**src/rtl/i2c_byte_arbiter.sv**
```systemverilog
// Round-robin arbiter sharing one single-byte I2C master between N_REQ requesters.
// Latches the winner's request, issues one start, waits with a watchdog, returns the result.
module i2c_byte_arbiter #(
  parameter int unsigned N_REQ       = 4,
  parameter int unsigned TIMEOUT_CYC = 32768
) (
  input  logic               clk,
  input  logic               rst,
  input  logic [N_REQ-1:0]   req,
  input  logic [7*N_REQ-1:0] req_addr,
  input  logic [N_REQ-1:0]   req_rw,
  input  logic [8*N_REQ-1:0] req_wdata,
  output logic [N_REQ-1:0]   gnt,
  output logic [N_REQ-1:0]   done,
  output logic               err,
  output logic               timeout,
  output logic [7:0]         rdata,
  output logic               m_start,
  output logic [6:0]         m_addr,
  output logic               m_rw,
  output logic [7:0]         m_wdata,
  output logic               m_abort,
  input  logic               m_busy,
  input  logic               m_done,
  input  logic               m_nack,
  input  logic [7:0]         m_rdata
);

  localparam int unsigned CNT_W = $clog2(TIMEOUT_CYC);
  localparam int unsigned IDX_W = $clog2(N_REQ);

  typedef enum logic [1:0] {IDLE, ISSUE, WAIT, DONE} state_t;

  state_t             state, state_nxt;
  logic [IDX_W-1:0]   ptr;
  logic [IDX_W-1:0]   gidx;
  logic [CNT_W-1:0]   wd;

  logic               pick_valid;
  logic [IDX_W-1:0]   pick_idx;
  logic [IDX_W-1:0]   cand;
  logic               grant_go;
  logic               take_done;
  logic               expire;

  // First pending requester at or above the pointer, wrapping to 0.
  always_comb begin
    pick_valid = 1'b0;
    pick_idx   = '0;
    cand       = '0;
    for (int unsigned off = 0; off < N_REQ; off++) begin
      cand = IDX_W'((32'(ptr) + off) % N_REQ);
      if (!pick_valid && req[cand]) begin
        pick_valid = 1'b1;
        pick_idx   = cand;
      end
    end
  end

  always_ff @(posedge clk or negedge rst) begin
    if (!rst) state <= IDLE;
    else      state <= state_nxt;
  end

  // Expiry is detected one count early so the abort lands TIMEOUT_CYC cycles after m_start.
  always_comb begin
    state_nxt = state;
    grant_go  = 1'b0;
    take_done = 1'b0;
    expire    = 1'b0;
    unique case (state)
      IDLE: begin
        if (pick_valid && !m_busy) begin
          grant_go  = 1'b1;
          state_nxt = ISSUE;
        end
      end
      ISSUE: state_nxt = WAIT;
      WAIT: begin
        if (m_done) begin
          take_done = 1'b1;
          state_nxt = DONE;
        end else if (wd == CNT_W'(TIMEOUT_CYC - 2)) begin
          expire    = 1'b1;
          state_nxt = DONE;
        end
      end
      DONE:    state_nxt = IDLE;
      default: state_nxt = IDLE;
    endcase
  end

  always_ff @(posedge clk or negedge rst) begin
    if (!rst) begin
      ptr     <= '0;
      gidx    <= '0;
      wd      <= '0;
      gnt     <= '0;
      done    <= '0;
      err     <= 1'b0;
      timeout <= 1'b0;
      rdata   <= '0;
      m_start <= 1'b0;
      m_addr  <= '0;
      m_rw    <= 1'b0;
      m_wdata <= '0;
      m_abort <= 1'b0;
    end else begin
      m_start <= grant_go;
      m_abort <= expire;
      done    <= '0;

      if (grant_go) begin
        gnt     <= N_REQ'(1) << pick_idx;
        gidx    <= pick_idx;
        m_addr  <= req_addr[32'(pick_idx) * 7 +: 7];
        m_rw    <= req_rw[pick_idx];
        m_wdata <= req_wdata[32'(pick_idx) * 8 +: 8];
      end

      if (state == ISSUE)     wd <= '0;
      else if (state == WAIT) wd <= wd + 1'b1;

      if (take_done) begin
        rdata   <= m_rdata;
        err     <= m_nack;
        timeout <= 1'b0;
        done    <= gnt;
      end

      if (expire) begin
        err     <= 1'b1;
        timeout <= 1'b1;
        done    <= gnt;
      end

      if (state == DONE) begin
        gnt <= '0;
        ptr <= (gidx == IDX_W'(N_REQ - 1)) ? '0 : gidx + 1'b1;
      end
    end
  end

endmodule

```
**config.mk**
```make
export PLATFORM = sky130hd
export DESIGN_NAME = i2c_byte_arbiter
export DESIGN_NICKNAME = d
export VERILOG_FILES = /design/src/rtl/i2c_byte_arbiter.sv
export SDC_FILE = /design/constraint.sdc
export NUM_CORES = 1
export LEC_CHECK = 0
export ABC_AREA = 1
export BUFFER_PORTS_ARGS = -buffer_cell sky130_fd_sc_hd__buf_4
export CORE_ASPECT_RATIO = 1.1
export CORE_MARGIN = 2
export CORE_UTILIZATION = 55
export DETAILED_ROUTE_END_ITERATION = 6
export PLACE_DENSITY = 0.87
export SYNTH_ARGS = -nofsm -noshare
export SYNTH_HDL_FRONTEND = slang
export SYNTH_SLANG_ARGS = --single-unit
```
**constraint.sdc**
```tcl
create_clock -name clk -period 3.2 [get_ports clk]
set_input_delay 0.16 -clock clk [delete_from_list [all_inputs] [get_ports clk]]
set_output_delay 0.16 -clock clk [all_outputs]
set_load 0.05 [all_outputs]
```
* After elaboration in Yosys (flattened, before gate mapping)
Cells that the tools add are included.
Operators by class: $add $sub $neg 5, shifts and indexed selects 3, equality and inequality tests 7, multiplexer cells 40, multiply operators 1, $lt $le $gt $ge 5, reductions and logical operators 13
Operator list (count):
- $shiftx A32 B6 Y8 | 1
- $mux W15 | 2
- $shiftx A28 B6 Y7 | 1
- $mux W1 | 20
- $mux W2 | 8
- $mux W4 | 4
- $add A15 B1 Y15 const B | 1
- $eq A15 B15 Y1 const B | 1
- $lt A2 B3 Y1 const B | 5
- $bmux W1 S2 | 5
- $pmux W2 S4 | 1
- $eq A2 B2 Y1 const B | 3
- $reduce_bool A2 Y1 | 3
- $mul A2 B3 Y5 const B | 1
- $add A2 B1 Y2 const B | 2
- $add A2 B2 Y2 const B | 2
- $logic_and A1 B1 Y1 | 4
- $logic_not A1 Y1 | 4
- $shl A1 B2 Y4 const A | 1
- $ne A3 B3 Y1 const B | 1
- $eq A2 B1 Y1 const B | 1
- $logic_not A2 Y1 | 1
- $ne A2 B2 Y1 const B | 1
- $reduce_and A2 Y1 | 1
Storage, ports and cells: output and inout bits 36, register bits 57

* Logic depth before layout (Yosys ltp)
word-level depth 17, mapped depth 16, depth with buffers taken out 15

* Worst setup path before layout
Ideal clock, no wire load.
kind register to register, start register ptr[0], end register m_addr[1], stages on the path, launching flop included 15, setup slack 1.496 ns, path buffers 2, arrival time 1.586 ns, path through dfrtp_1 > buf_4 > nand2_1 > nand3_2 > nand2_2 > nor2_1 > nand2_1 > nand2_1 > nor2_2 > nand2_4 > buf_4 > nand3_1 > nand2_1 > nand2_1 > nand2_1
Between the ends: cells in the longest elaborated chain, start to end 15, elaborated cells between the ends (all ways) 30, classes of those cells add/sub (3); mul (1); shift (1); mux (18); reduce/logical (7)
RTL lines:
- start: declaration | RTL line 35 | logic [IDX_W-1:0] ptr;
- start signal: assignment | RTL line 139 | ptr <= (gidx == IDX_W'(N_REQ - 1)) ? '0 : gidx + 1'b1;
- branches (longest 15 deep; another with $mul A2 B3 Y5)
- end signal: assignment | RTL line 116 | m_addr <= req_addr[32'(pick_idx) * 7 +: 7];
- end: declaration | RTL line 19 | output logic [6:0] m_addr,
Several ways; the timed one is not identified. The select of a mux whose other input is x is not followed. A chain may end at the register's enable or synchronous reset.

* Final worst setup path
start register ptr[0], end register m_wdata[1]
Between the ends: cells in the longest elaborated chain, start to end 15, elaborated cells between the ends (all ways) 29, classes of those cells add/sub (3); shift (1); mux (18); reduce/logical (7)
RTL lines:
- branches (longest 15 deep; another with $add A2 B1 Y2)
- end signal: assignment | RTL line 118 | m_wdata <= req_wdata[32'(pick_idx) * 8 +: 8];
- end: declaration | RTL line 21 | output logic [7:0] m_wdata,
Several ways; the timed one is not identified. The select of a mux whose other input is x is not followed.

==> impl_results.md <==
- Fin. Hold Viols: 0
- Final WL: 8910 um
- Max_cap viols: 0
- Fin Setup TNS: 0 ns
- Area of the die: 6850 um^2
- Seq/Total Area, Yosys: 0.418
- Synth top area share: 0.418
- Sequential Power Share: 0.232
- Fmax: 404 MHz
- Post-DR wirelength/cell: 12.7 um
- Max_slew headroom: 0.526
- Port buffer count: 116
- Clk pwr share: 0.140
- Die Height: 86.6 um
- Top cells by area, synth: dfrtp_1 42%, nand2_1 24%, nand3_1 8.8%
- Global Route Usage Sum: 0.268
- Final setup violation count: 0
- Most area-hungry cell type in the Yosys netlist: dfrtp_1
- Worst slew pin tran: 0.711 ns
- FILL cells: 490
- Pwr dens: 1090 nW/um^2
- Final HPWL DP: 6300 um
- Pre-Repair DR Iteration Count: 5
- GR Overflow Total: 0
- Post-route ant nets: 0
- Largest net degree at the start of global routing: 58
- Vias: 3562
- CTS root buf: clkbuf_8
- Number of synthesized flops with an enable pin: 0
- Min-Delay Path Class: input pin to flop
- Pins over their slew limit: 0
- Synth async-reset ratio: 1.00
- Switching Share: 0.536
- Pleak: 2.66 nW
- Drt initial violations: 172
- #FFs+latches synth: 57
- Ant. Diodes: 0
- Combinational fraction of design power: 0.628
- Nets@finish: 706
- Startpoint types: flop
- Synth warn: 0
- P&R area growth vs syn: 32.0%
- CTS tree: built
- Placed instance count: 686
- Final min period: 2.47 ns
- Worst Clk Skew: 0.0108 ns
- Net count after synthesis: 593
- Vias/cell: 5.07
- # IOs: 117
- Synth cell types: 29
- H-tree levels: 3
- FP Rows: 30
- Clock sink count: 57
- Int Pwr: 2.28 mW
- RSZ-0062 raised after global routing: no
- Sw Pwr: 2.63 mW
- Maximum fanout along the worst path: 36
- Worst ir drop on vdd: 0.000647 V
- CTS buffer count: 9
- Initial antenna violation count: 0
- Post-synthesis average cell area: 6.75 um^2
- First-pass GRT wire length: 14500 um
- Initial Util: 0.561
- CORE AREA: 6080 um^2
- Final RePlAce weighted congestion: 0.856
- Fin cells: 703
- Crit path DAT: 2.70 ns
- CP Capture Type: flop
- DRC Markers: 0
- CP Class: flop to flop
- Layout cells sized above 1: 0.242
- Clk slew on worst S/H paths: 0.07 ns
- Vias in the first global route: 3365
- Clk_lat worst skew: 0.35 ns
- Min Hold Slack: 0.00142 ns
- Crit path required time: 3.43 ns
- Main synth FF type: dfrtp_1
- Synthesized area: 3410 um^2
- Fin crit share: 0.773
- Die W: 79.1 um
- Post-Synthesis Cells: 505
- Run status: finished, final reports clean
- CTS Buffer Depth: 2
[kinds of logic after synthesis]
family	count (synthesis)	share of synthesized area
buffers and inverters	85	0.108
AND/OR/NAND/NOR	323	0.394
AO/OA/AOI/OAI	32	0.0506
flip-flops	57	0.418
adder cells (fa/ha/maj)	7	0.0257
multiplexers	1	0.00294
[cells in the mapped netlist (4+ instances only)]
cell type / instances
inv_2: 4
nor2_1: 31
o21ai_0: 13
nand3_1: 60
inv_1: 61
a21oi_1: 9
buf_4: 6
dfrtp_1: 57
nand2_1: 217
buf_2: 7
o21ai_1: 6
nand2_2: 4
ha_1: 7
[power by group through the flow]
stage	clock network (mW)	registers, mW	logic, mW
4_1_cts	0.691	1.13	3.08
5_1_grt	0.731	1.16	3.43
3_3_place_gp	0	1.12	2.97
6_report	0.685	1.14	3.08
3_5_place_dp	0	1.14	3.06
2_1_floorplan	0	1.68	1.89
[through the flow]
stage	power, mW	utilization	area [um^2]	setup WS (ns)
CTS	4.90	0.740	4500	0.755
global placement	4.09	0.705	4290	0.912
floorplan	3.57	-	3410	1.50
finish	4.91	0.740	4500	0.727
global route	5.33	0.740	4500	0.438
detailed placement	4.19	0.705	4290	0.779
[timing repair]
item | 4_1_cts | 5_1_grt
gates resized for setup | 0 | 0
hold buffers | 1 | 0
hold endpoints to repair | 57 | 0
setup buffers | 0 | 0
[worst max-delay path, stage by stage (launching register included)]
cell     delay, ns
dfrtp_1       0.57
inv_2         0.14
nand2_1       0.11
nand2_2       0.09
nand2_1       0.06
nand2_1       0.08
nor2_1        0.12
nor2_1        0.07
nand2_2       0.08
buf_4         0.30
nand2_4       0.30
nand2_1       0.14
nand2_1       0.07
nand2_1       0.07
nand2_1       0.05
nand2_1       0.05
nand2_1       0.06
[layer usage]
| metal | up-vias | wire length, um | track usage |
|---|---|---|---|
| li1 | 1780 | - | - |
| met1 | 1662 | 3570 | 0.308 |
| met2 | 98 | 4720 | 0.486 |
| met3 | 22 | 416 | 0.0583 |
| met4 | 0 | 206 | 0.102 |
| met5 | - | 0 | 0 |
[area by class of cell]
type | count | area [um^2] | area share
Clock buffer | 10 | 138 | 0.0306
Inverter | 68 | 258 | 0.0573
Tap cell | 80 | 100 | 0.0222
Sequential cell | 57 | 1430 | 0.317
Clock inverter | 6 | 67.6 | 0.0150
Timing Repair Buffer | 119 | 896 | 0.199
Multi-Input combinational cell | 363 | 1620 | 0.359
[flip-flops by register name, summed over array words and instances, names as in the netlist]
signal	flops
wd	15
m_wdata	8
rdata	8
m_addr	7
done	4
gnt	4
gidx	2
ptr	2
state	2
err	1
m_abort	1
m_rw	1
m_start	1
timeout	1
[placed cells by master, fill, tap and decap left out, drive strengths merged]
cell and count:
nand2 223, buf 118, inv 66, nand3 62, dfrtp 57, nor2 33
o21ai 19, clkbuf 10, a21oi 9, ha 7, clkinv 5, nor3 2
o31ai 2, clkinvlp 2, or2 1, nand4 1, mux2i 1, o221a 1
a31oi 1, and3 1, bufinv 1, dlygate4sd3 1
[path summary, 6_finish.rpt]
| kind | startpoint | to | slack (ns) | cells after the start |
|---|---|---|---|---|
| min in group asynchronous | rst | rdata[0] | 0.42 | 2 |
| max | ptr[0] | m_wdata[1] | 0.73 | 16 |
| min reg2reg | wd[14] | wd[14] | 0.48 | 1 |
| max in group asynchronous | rst | wd[5] | 2.31 | 2 |
| max reg2reg | ptr[0] | m_wdata[1] | 0.73 | 16 |
| min | m_rdata[6] | rdata[6] | 0.001 | 3 |
Power figures use the tool's default switching activity.
